==> src/rtl/ptw_axi_responder_pkg.sv <==
// ptw_axi_responder_pkg: shared walker state encodings, port ids and fixed AXI read constants
package ptw_axi_responder_pkg;
    typedef enum logic [1:0] {
        ST_IDLE = 2'd0,
        ST_AR   = 2'd1,
        ST_R    = 2'd2,
        ST_RET  = 2'd3
    } ptw_state_t;
    localparam logic [7:0] AXI_ARLEN   = 8'd0;
    localparam logic [2:0] AXI_ARSIZE  = 3'd3;
    localparam logic [1:0] AXI_ARBURST = 2'b01;
    localparam logic       PORT_ITLB   = 1'b0;
    localparam logic       PORT_DTLB   = 1'b1;
endpackage

==> src/rtl/ptw_req_slot.sv <==
// ptw_req_slot: single pending walk-read request (valid bit plus PTE address) for one TLB port
module ptw_req_slot
    import ptw_axi_responder_pkg::*;
#(
    parameter int ADDR_WIDTH = 64
) (
    input  logic                  CLK,
    input  logic                  RST,
    input  logic                  i_req,
    input  logic [ADDR_WIDTH-1:0] i_addr,
    input  logic                  i_busy,
    input  logic                  i_grant,
    output logic                  o_pending,
    output logic [ADDR_WIDTH-1:0] o_addr
);
    logic                  r_pending;
    logic [ADDR_WIDTH-1:0] r_addr;
    // capture a request only when neither pending nor in flight; clear when granted
    always_ff @(posedge CLK) begin
        if (RST) begin
            r_pending <= 1'b0;
            r_addr    <= '0;
        end else if (i_grant) begin
            r_pending <= 1'b0;
        end else if (i_req && !r_pending && !i_busy) begin
            r_pending <= 1'b1;
            r_addr    <= i_addr;
        end
    end
    assign o_pending = r_pending;
    assign o_addr    = r_addr;
endmodule

==> src/rtl/ptw_axi_responder.sv <==
// ptw_axi_responder: arbitrates ITLB/DTLB page-walk reads onto a single-beat AXI read master
module ptw_axi_responder
    import ptw_axi_responder_pkg::*;
#(
    parameter int ADDR_WIDTH = 64,
    parameter int DATA_WIDTH = 64
) (
    input  logic                  CLK,
    input  logic                  RST,
    input  logic                  ITLB_ADDR_VALID,
    input  logic [ADDR_WIDTH-1:0] ITLB_ADDR,
    input  logic                  DTLB_ADDR_VALID,
    input  logic [ADDR_WIDTH-1:0] DTLB_ADDR,
    output logic                  ITLB_DATA_VALID,
    output logic [DATA_WIDTH-1:0] ITLB_DATA,
    output logic                  ITLB_ERR,
    output logic                  DTLB_DATA_VALID,
    output logic [DATA_WIDTH-1:0] DTLB_DATA,
    output logic                  DTLB_ERR,
    output logic                  M_ARVALID,
    input  logic                  M_ARREADY,
    output logic [ADDR_WIDTH-1:0] M_ARADDR,
    output logic [7:0]            M_ARLEN,
    output logic [2:0]            M_ARSIZE,
    output logic [1:0]            M_ARBURST,
    input  logic                  M_RVALID,
    output logic                  M_RREADY,
    input  logic [DATA_WIDTH-1:0] M_RDATA,
    input  logic [1:0]            M_RRESP,
    input  logic                  M_RLAST
);
    ptw_state_t            r_state;
    ptw_state_t            w_next;
    logic                  r_last;
    logic                  r_arvalid;
    logic [ADDR_WIDTH-1:0] r_araddr;
    logic                  r_rready;
    logic                  r_i_dv;
    logic                  r_d_dv;
    logic                  r_i_err;
    logic                  r_d_err;
    logic [DATA_WIDTH-1:0] r_i_data;
    logic [DATA_WIDTH-1:0] r_d_data;
    logic                  w_i_pend;
    logic                  w_d_pend;
    logic [ADDR_WIDTH-1:0] w_i_addr;
    logic [ADDR_WIDTH-1:0] w_d_addr;
    logic                  w_any;
    logic                  w_pick_d;
    logic                  w_take;
    logic                  w_ar_hs;
    logic                  w_r_beat;
    logic                  w_inflight;
    logic [ADDR_WIDTH-1:0] w_gnt_addr;
    logic                  w_rerr;
    logic [DATA_WIDTH-1:0] w_rdata;
    logic                  w_unused_rlast;

    assign w_any          = w_i_pend | w_d_pend;
    assign w_pick_d       = w_d_pend & (~w_i_pend | (r_last == PORT_ITLB));
    assign w_take         = (r_state == ST_IDLE) & w_any;
    assign w_ar_hs        = (r_state == ST_AR) & r_arvalid & M_ARREADY;
    assign w_r_beat       = (r_state == ST_R) & M_RVALID;
    assign w_inflight     = (r_state == ST_AR) | ((r_state == ST_R) & ~M_RVALID);
    assign w_gnt_addr     = w_pick_d ? w_d_addr : w_i_addr;
    assign w_rerr         = |M_RRESP;
    assign w_rdata        = w_rerr ? '0 : M_RDATA;
    assign w_unused_rlast = M_RLAST;

    ptw_req_slot #(.ADDR_WIDTH(ADDR_WIDTH)) u_itlb_slot (
        .CLK       (CLK),
        .RST       (RST),
        .i_req     (ITLB_ADDR_VALID),
        .i_addr    (ITLB_ADDR),
        .i_busy    (w_inflight & (r_last == PORT_ITLB)),
        .i_grant   (w_take & ~w_pick_d),
        .o_pending (w_i_pend),
        .o_addr    (w_i_addr)
    );

    ptw_req_slot #(.ADDR_WIDTH(ADDR_WIDTH)) u_dtlb_slot (
        .CLK       (CLK),
        .RST       (RST),
        .i_req     (DTLB_ADDR_VALID),
        .i_addr    (DTLB_ADDR),
        .i_busy    (w_inflight & (r_last == PORT_DTLB)),
        .i_grant   (w_take & w_pick_d),
        .o_pending (w_d_pend),
        .o_addr    (w_d_addr)
    );

    // walker state register
    always_ff @(posedge CLK) begin
        r_state <= RST ? ST_IDLE : w_next;
    end

    // next-state: grant, address handshake, single data beat, one-cycle return
    always_comb begin
        w_next = r_state;
        case (r_state)
            ST_IDLE: w_next = w_any ? ST_AR : ST_IDLE;
            ST_AR:   w_next = w_ar_hs ? ST_R : ST_AR;
            ST_R:    w_next = M_RVALID ? ST_RET : ST_R;
            ST_RET:  w_next = ST_IDLE;
            default: w_next = ST_IDLE;
        endcase
    end

    // AXI request/response registers and per-port return pulses; last grant doubles as the owner
    always_ff @(posedge CLK) begin
        if (RST) begin
            r_last    <= PORT_ITLB;
            r_arvalid <= 1'b0;
            r_araddr  <= '0;
            r_rready  <= 1'b0;
            r_i_dv    <= 1'b0;
            r_d_dv    <= 1'b0;
            r_i_err   <= 1'b0;
            r_d_err   <= 1'b0;
            r_i_data  <= '0;
            r_d_data  <= '0;
        end else begin
            r_i_dv  <= 1'b0;
            r_d_dv  <= 1'b0;
            r_i_err <= 1'b0;
            r_d_err <= 1'b0;
            if (w_take) begin
                r_last    <= w_pick_d;
                r_araddr  <= {w_gnt_addr[ADDR_WIDTH-1:3], 3'b000};
                r_arvalid <= 1'b1;
            end
            if (w_ar_hs) begin
                r_arvalid <= 1'b0;
                r_rready  <= 1'b1;
            end
            if (w_r_beat) begin
                r_rready <= 1'b0;
                if (r_last == PORT_DTLB) begin
                    r_d_dv   <= 1'b1;
                    r_d_err  <= w_rerr;
                    r_d_data <= w_rdata;
                end else begin
                    r_i_dv   <= 1'b1;
                    r_i_err  <= w_rerr;
                    r_i_data <= w_rdata;
                end
            end
        end
    end

    assign M_ARVALID       = r_arvalid;
    assign M_ARADDR        = r_araddr;
    assign M_ARLEN         = AXI_ARLEN;
    assign M_ARSIZE        = AXI_ARSIZE;
    assign M_ARBURST       = AXI_ARBURST;
    assign M_RREADY        = r_rready;
    assign ITLB_DATA_VALID = r_i_dv;
    assign ITLB_DATA       = r_i_data;
    assign ITLB_ERR        = r_i_err;
    assign DTLB_DATA_VALID = r_d_dv;
    assign DTLB_DATA       = r_d_data;
    assign DTLB_ERR        = r_d_err;
endmodule

==> config.mk <==
export PLATFORM = sky130hd
export DESIGN_NAME = ptw_axi_responder
export DESIGN_NICKNAME = d
export VERILOG_FILES = /design/src/rtl/ptw_axi_responder_pkg.sv /design/src/rtl/ptw_req_slot.sv /design/src/rtl/ptw_axi_responder.sv
export SDC_FILE = /design/constraint.sdc
export NUM_CORES = 1
export LEC_CHECK = 0
export BUFFER_PORTS_ARGS = -buffer_cell sky130_fd_sc_hd__buf_2
export CAP_MARGIN = 20
export CORE_AREA = 2 2 165 183
export CTS_CLUSTER_SIZE = 40
export DETAILED_ROUTE_END_ITERATION = 10
export DIE_AREA = 0 0 167 185
export HOLD_SLACK_MARGIN = 0.15
export PLACE_DENSITY_LB_ADDON = 0.1
export SLEW_MARGIN = 20
export SYNTH_ARGS = -nofsm -noshare
export SYNTH_HDL_FRONTEND = slang
export SYNTH_SLANG_ARGS = --single-unit
==> constraint.sdc <==
create_clock -name CLK -period 1.57 [get_ports CLK]
set_input_delay 0 -clock CLK [delete_from_list [all_inputs] [get_ports CLK]]
set_output_delay 0 -clock CLK [all_outputs]
set_load 0.01 [all_outputs]
; Yosys cells after proc, flatten, opt, wreduce, memory -nomap -nowiden
; Index checks and enable logic that the tools add are counted.
[classes]
n_reduce_logical = 21
n_addsub = 0
bitwise_logic = 20
magnitude_cmp = 0
shift = 0
n_mul = 0
n_div = 0
mux = 8
eq_ne = 3
[ops]
columns = operator, count
row1 = $mux 64, 2
row2 = $reduce_or 2->1, 6
row3 = $and 1x1->1, 10
row4 = $pmux 2 s4, 1
row5 = $reduce_and 2->1, 4
row6 = $not 1->1, 7
row7 = $reduce_or 3->1, 2
row8 = $eq 2x2->1 const B, 2
row9 = $logic_and 1x1->1, 4
row10 = $logic_not 1->1, 4
row11 = $mux 1, 4
row12 = $or 1x1->1, 3
row13 = $eq 2x1->1 const B, 1
row14 = $logic_not 2->1, 1
row15 = $mux 2, 1
[word_totals]
output_inout_bits = 211
word_cells = 67
rom_bits = 0
n_memories = 0
input_bits = 201
reg_bits = 328
ramBits = 0
latchBits = 0

; Depth between registers and ports, before layout
; Gate-level depths: netlist of the first run.
[logic_depth]
depth_word = 7
mapped_depth = 6
mapped_depth_nobuf = 3

; Hierarchy
; From an unflattened synthesis of the first run, not the netlist that was laid out.
[unflattened]
hier_cells = 1550
hier_area_um2 = 14123.5
[modules_own_cells]
columns = module, seq_area_each_um2, instances, area_per_inst_um2, cells_per_inst
row1 = ptw_axi_responder, 3963.8, 1, 8167.8, 986
row2 = ptw_req_slot, 1301.2, 2, 2977.9, 282

; Worst setup path after synthesis of the first run
; No wires, ideal clock.
[synth_path]
path_kind = register to register
from = register r_last
to = register u_dtlb_slot.r_addr[10], in the netlist u_dtlb_slot.o_addr[10]
period_less_slack_ps = 1522
arrival_ps = 1450
required_ps = 1498
path_stages_with_launch = 7
setup_slack_ps = 48
path_buffers = 3
setup_time_ps = 72
cell_sequence = dfxtp_1 > buf_2 > nor4bb_1 > a2111oi_2 > buf_4 > buf_6 > mux2i_1
[synth_via]
elab_chain_cells = 6
word_cells_on_any_way = 9
classes_between = bitwise (6) / reduce/logical (3)
[synth_lines]
columns = item, line_no
row1 = from (decl), ptw_axi_responder.sv:34  ; logic r_last;
row2 = from (signal assigned), ptw_axi_responder.sv:128  ; r_last <= w_pick_d;
row3 = $not 1->1 (no line), n/a
row4 = $or 1x1->1, ptw_axi_responder.sv:60  ; assign w_pick_d = w_d_pend & (~w_i_pend | (r_last == PORT_ITLB));
row5 = $and 1x1->1, ptw_axi_responder.sv:60
row6 = $and 1x1->1, ptw_axi_responder.sv:87  ; .i_grant (w_take & w_pick_d),
row7 = $not 1->1 (no line), n/a
row8 = $reduce_and 2->1 (no line) *, n/a
row9 = to (signal assigned), ptw_req_slot.sv:27  ; r_addr <= i_addr;
row10 = to (decl), ptw_req_slot.sv:17  ; logic [ADDR_WIDTH-1:0] r_addr;
; Every way passes the cells marked *; elsewhere a longest branch is shown, timed or not.
; A chain may end at the register's enable or synchronous reset.

; Worst setup path in the final report of the first run
[layout_path]
from = register r_state[0]
to = register u_itlb_slot.r_addr[63], in the netlist u_itlb_slot.o_addr[63]
[layout_via]
elab_chain_cells = 7
word_cells_on_any_way = 12
classes_between = eq/ne (2) / bitwise (6) / reduce/logical (4)
[layout_lines]
columns = item, line_no
row1 = from (decl), ptw_axi_responder.sv:32  ; ptw_state_t r_state;
row2 = from (signal assigned), ptw_axi_responder.sv:94  ; r_state <= RST ? ST_IDLE : w_next;
row3 = $eq 2x2->1, ptw_axi_responder.sv:64  ; assign w_inflight = (r_state == ST_AR) | ((r_state == ST_R) & ~M_RVALID);
row4 = $and 1x1->1, ptw_axi_responder.sv:64
row5 = $or 1x1->1, ptw_axi_responder.sv:64
row6 = $and 1x1->1, ptw_axi_responder.sv:75  ; .i_busy (w_inflight & (r_last == PORT_ITLB)),
row7 = $logic_not 1->1, ptw_req_slot.sv:25  ; end else if (i_req && !r_pending && !i_busy) begin
row8 = $logic_and 1x1->1, ptw_req_slot.sv:25
row9 = $reduce_and 2->1 (no line) *, n/a
row10 = to (signal assigned), ptw_req_slot.sv:27
row11 = to (decl), ptw_req_slot.sv:17
; Marked as above.

==> flow_metrics.tcl, run 1 <==
set metrics [dict create \
    timing.final.ws_setup_ns -0.08722 \
    clock-sinks 322 \
    finalSetupViolCount 169 \
    endpoint_kind "register" \
    timing.rr.end "u_itlb_slot.o_addr[63]" \
    skew_ns 0.01194 \
    grt_use_total_pct 27.18 \
    ioPinCount 412 \
    drc 0 \
    power_density_nw_per_um2 1094 \
    clk_path_buf_depth 3 \
    cp_max_fo 9 \
    use_met3_pct 4.658 \
    nNetsFinal 2291 \
    gp_congestion 0.8015 \
    ys_top_cells_by_area "dfxtp_1 (48%), nand2b_1 (12%), mux2i_1 (9.1%)" \
    fin_area_sq_um 20370 \
    drt_iter0_markers 1040 \
    syn_area_per_cell_sq_um 8.786 \
    syn2layout_area_growth_pct 51.53 \
    antenna_left 0 \
    comb_power_share_pct 23.7 \
    grt_pass1_wl_um 68590 \
    required_ns 1.99 \
    power_frac_seq_pct 40.8 \
    pre_cts_ws_ns -0.1035 \
    max_slew_margin_pct 64.30 \
    use_met2_pct 45.47 \
    worstHoldPathType "input port to register" \
    use_met1_pct 34.80 \
    path_class "register to register" \
    timing.max_cap.violations 0 \
    intPower_mw 15.86 \
    drive_above_1_share_pct 30.55 \
    violations "negative setup slack" \
    synth_edf_count 0 \
    grt_overflow_total 0 \
    wl_per_cell_um 19.05 \
    worst-endpoint-arrival_ns 2.08 \
    grt_max_degree 97 \
    final_max_slew_viol_count 0 \
    power_mw 22.29 \
    syn_area_sq_um 13440 \
    holdWs_ns 0.2352 \
    synth_common_cells "dfxtp_1 (322), nand2b_1 (248), nand3_1 (189), a21oi_1 (131), nand2_1 (130)" \
    syn_inst 1530 \
    setup_tns_ns -3.719 \
    rrSetupSlack_ns -0.09 \
    viasPerCell 5.446 \
    post-dp-hpwl_um 27310 \
    coreArea_sq_um 29150 \
    grt.busiest_layer "met2" \
    dieArea_sq_um 30900 \
    p_sw_share_pct 28.83 \
    min-delay-start "ITLB_ADDR_VALID" \
    clkTransAtPathRegs_ns 0.06 \
    synth_cell_types 32 \
    vdd_drop_max_mv 0.9011 \
    max_freq_mhz 603.4 \
    tightest_slew_ns 0.5355 \
    grt_pass1_vias 12930 \
    p_clk_share_pct 35.5 \
    ys_seq_elements 322 \
    rows 66 \
    placed_cell_area_sq_um 16070 \
    die_h_um 185 \
    fin_crit_sh_pct 105.6 \
    drtPass1Iterations 5 \
    ctsRootBufferMaster "clkbuf_16" \
    yosysMostFrequentCell "dfxtp_1" \
    reg2reg_from "r_state[0]" \
    crit_path_start_kind "register" \
    h-tree-depth 2 \
    synth_top_area_share_pct 47.95 \
    tritoncts "done" \
    crit_end "u_itlb_slot.o_addr[63]" \
    ff2ff_path_depth 5 \
    antenna_found_initial 6 \
    ys_async_sr_fraction_pct 0 \
    wl_um 47350 \
    p_switching_mw 6.425 \
    start_util_pct 46.12 \
    min_period_ns 1.657 \
    route.vias.total 13540 \
    startpoint "r_state[0]" \
    cts_buffers 35 \
    ys.warnings.count 0 \
    die_width_um 167 \
    grt_setup_unrepaired "yes" \
    yosysSeqAreaShare_pct 47.95 \
    finalHoldViolCount 0 \
    insertion_delay_ns 0.51 \
    synth_top_cell_by_area "dfxtp_1" \
    synthFlopType "dfxtp_1" \
    outcome "finished with violations" \
    io_buffers 388 \
    power_leakage_nw 8.185 \
]
-- logic make-up (layout without fill, tap and decap cells) --
| group | after synthesis | after routing | share of synthesized area (%) |
|---|---|---|---|
| simple gates | 646 | 646 | 25.94 |
| buf+inv | 174 | 738 | 6.301 |
| compound gates | 264 | 264 | 10.67 |
| other cells | 2 | 20 | 0.05587 |
| mux | 122 | 122 | 9.084 |
| flops | 322 | 322 | 47.95 |
-- power groups by stage --
stage / Combinational (mW) / Clock [mW] / Sequential [mW]
final: 5.28 / 7.91 / 9.09
after global routing: 5.57 / 8.35 / 9.13
after CTS: 4.61 / 8.01 / 9.06
after detailed placement: 3.86 / 0 / 9.22
after global placement: 3.81 / 0 / 9.21
after floorplan: 2.26 / 0 / 9.18
-- what timing repair did --
item / CTS / global route
hold buffers: 192 / 0
setup endpoints to repair: 118 / 281
cloned: 5 / 21
resized for setup: 18 / 140
buffers inserted: 5 / 6
pin swaps: 8 / 86
endpoints found under the hold margin: 272 / 0
-- metrics by stage --
| stage | instances | utilization (%) |
|---|---|---|
| floorplan | 1544 | - |
| global placement | 2203 | 55.14 |
| detailed placement | 2203 | 55.14 |
| CTS | 2459 | 66.28 |
| global route | 2486 | 69.88 |
| finish | 2486 | 69.88 |
-- worst min path at each step --
stage | end | depth (start not counted) | slack [ns]
finish | u_itlb_slot.o_addr[36] | 6 | 0.24
global route | u_itlb_slot.o_addr[29] | 6 | 0.24
CTS | u_itlb_slot.o_addr[10] | 6 | 0.26
detailed placement | DTLB_DATA[34] | 3 | 0.27
global placement | u_dtlb_slot.o_addr[40] | 3 | 0.26
floorplan | DTLB_DATA[0] | 2 | 0.15
-- state kept, by name (all words and copies together), names as in the netlist, 61 cells and up, named ones only --
name / count
ITLB_DATA: 64
M_ARADDR: 61
DTLB_DATA: 64
u_dtlb_slot.o_addr: 61
u_itlb_slot.o_addr: 61
-- area by class of cell --
cell class	instances	area, sq um
clock buffer	52	1032
timing repair buffer	679	5484
sequential	322	6457
multi-input combinational	1048	6860
tap	374	467.9
inverter	4	17.52
antenna	4	10.01
fill	2191	8781
clock inverter	3	40.04
-- layout by cell type, fill, tap and decap left out, drive strengths merged, types with 2 or more instances in the layout --
cell type,count
mux2i,122
a21oi,131
buf,470
clkbuf,69
nand4b,2
nand4,61
nand2,130
o21ai,62
dfxtp,322
a2111oi,2
nor2,6
diode,4
nand3,189
nor3,2
nand2b,248
dlygate4sd3,192
conb,16
clkinv,2
nor4bb,2
inv,4
a31oi,64
o21a,2
-- per-layer routing --
| metal | wire length (um) | part of all wire [%] |
|---|---|---|
| met1 | 19290 | 41 |
| met2 | 23430 | 49 |
| met3 | 2916 | 6.2 |
| met4 | 1694 | 3.6 |
| met5 | 23 | 0.049 |
-- critical path, stage by stage (launching register included) --
cell	delay, ns
dfxtp_4	0.36
nor2b_4	0.15
a2111oi_4	0.41
buf_6	0.24
buf_12	0.17
mux2i_2	0.24
(Power assumes the default switching activity.)
==> run 2: changes to the inputs <==
Settings changed: BUFFER_PORTS_ARGS -buffer_cell sky130_fd_sc_hd__buf_2 to default, CAP_MARGIN 20 to default, CORE_AREA 2 2 165 183 to 2 2 178 198, DIE_AREA 0 0 167 185 to 0 0 180 200, DONT_BUFFER_PORTS from default to 1.
==> flow_metrics.tcl, run 2 (synthesis results as in run 1) <==
set metrics [dict create \
    max_slew_margin_pct 5.848 \
    timing.final.ws_setup_ns -0.06618 \
    clk_path_buf_depth 3 \
    violations "negative hold slack, negative setup slack" \
    antenna_found_initial 2 \
    die_width_um 180 \
    min_period_ns 1.636 \
    finalHoldViolCount 168 \
    grt_pass1_vias 12550 \
    final_common_cell "dlygate4sd3_1" \
    tightest_slew_ns 1.412 \
    fin_area_sq_um 20360 \
    dieArea_sq_um 36000 \
    grt_use_total_pct 24.34 \
    viasPerCell 5.391 \
    multi_input_area_sq_um 6376 \
    io_buffers 0 \
    ff2ff_path_depth 7 \
    drt_iter0_markers 856 \
    post-dp-hpwl_um 25920 \
    die_h_um 200 \
    mostFrequentLayoutCells "dlygate4sd3_1 (434), dfxtp_1 (317), nand2b_1 (247), nand3_1 (189), a21oi_1 (131)" \
    power_leakage_nw 6.834 \
    ioPinCount 412 \
    start_util_pct 39.72 \
    drive_above_1_share_pct 8.598 \
    max_freq_mhz 611.2 \
    final_max_slew_viol_count 0 \
    holdWs_ns -0.4152 \
    fill_cells 2868 \
    drc 0 \
    hold_depth 1 \
    power_density_nw_per_um2 1152 \
    route.vias.total 12910 \
    timing.max_cap.violations 0 \
    ctsRootBufferMaster "clkbuf_16" \
    gp_congestion 0.7604 \
    clkTransAtPathRegs_ns 0.06 \
    drtPass1Iterations 4 \
    cp_max_fo 5 \
    endpoint_kind "register" \
    rows 71 \
    ff_latch_area_sq_um 6457 \
    h-tree-depth 2 \
    clock-sinks 322 \
    grt_max_degree 444 \
    vdd_drop_max_mv 0.8563 \
    placed_cell_area_sq_um 14030 \
    outcome "finished with violations" \
    grt_overflow_total 0 \
    crit_path_start_kind "register" \
    syn2layout_area_growth_pct 51.44 \
    cts_buffers 36 \
    antenna_left 0 \
    pre_cts_ws_ns -0.1084 \
    worstHoldPathType "input port to register" \
    grt_pass1_wl_um 70500 \
    nNetsFinal 2129 \
    skew_ns 0.01624 \
    coreArea_sq_um 33850 \
    grt_setup_unrepaired "yes" \
    required_ns 2.02 \
    tritoncts "done" \
    path_class "register to register" \
    fin_crit_sh_pct 104.2 \
    worst-endpoint-arrival_ns 2.08 \
    insertion_delay_ns 0.53 \
    wl_um 48040 \
    finalSetupViolCount 69 \
    wl_per_cell_um 20.06 \
]
## run 2: cell count changes in the layout (fill, tap and decap cells not counted), sizes merged, moves of 3 or more
cell         delta
dlygate4sd3   +242
clkbuf          -5
bufinv          +3
buf           -399
clkinv          +3
## run 2: path summary, 6_finish.rpt
path              slack [ns]                endpoint      start
hold reg to reg         0.48               M_ARVALID  M_ARVALID
hold / removal         -0.42            M_ARADDR[34]        RST
setup / recovery       -0.07  u_dtlb_slot.o_addr[49]     r_last
setup reg to reg       -0.07  u_dtlb_slot.o_addr[49]     r_last
## run 2: per-stage QoR
stage / cells / utilization (%) / setup TNS (ns) / hold slack (ns) / power (mW)
floorplan: 1544 / - / 0 / 0.1475 / 11.44
global placement: 1864 / 41.44 / -5.890 / 0.09607 / 12.57
global route: 2393 / 60.14 / -11.48 / -0.4662 / 24.28
CTS: 2312 / 57.04 / -1.793 / -0.4590 / 22.76
detailed placement: 1864 / 41.44 / -7.473 / 0.09760 / 12.60
finish: 2394 / 60.15 / -2.085 / -0.4152 / 23.45
## run 2: what timing repair did
action,4_1_cts,5_1_grt
gates resized for setup,22,43
hold buffers,370,64
cloned,5,12
setup endpoints to repair,120,237
pin swaps,4,13
endpoints found under the hold margin,322,199
buffers inserted,10,8
## run 2: layout make-up
cell class                 count  area share (%)
multi-input combinational   1048           31.32
clock inverter                11          0.7990
timing repair buffer         516           28.04
inverter                       4         0.07375
antenna                        2         0.02458
tap                          438           2.692
clock buffer                  53           5.335
sequential                   322           31.72
## run 2: report_power, final
part | leakage, nW | total (mW) | switching, mW | internal [mW]
registers | 2.62 | 9.20 | 0.475 | 8.73
clock network | 0.620 | 8.92 | 3.47 | 5.45
logic | 3.60 | 5.32 | 2.60 | 2.72
## run 2: per-layer routing
metal  vias up  GRT usage (%)  wire length (um)
li1       6069              -                 -
met5         -              0                 0
met4         0          8.311              1202
met2       450          42.84             23830
met1      6310          27.97             19400
met3        76          7.837              3605
## run 2: critical path, stage by stage (launching register included)
cell	delay, ns
dfxtp_4	0.37
nor4bb_1	0.14
buf_4	0.13
a2111oi_4	0.23
buf_4	0.19
clkbuf_16	0.16
clkbuf_16	0.15
mux2i_1	0.19
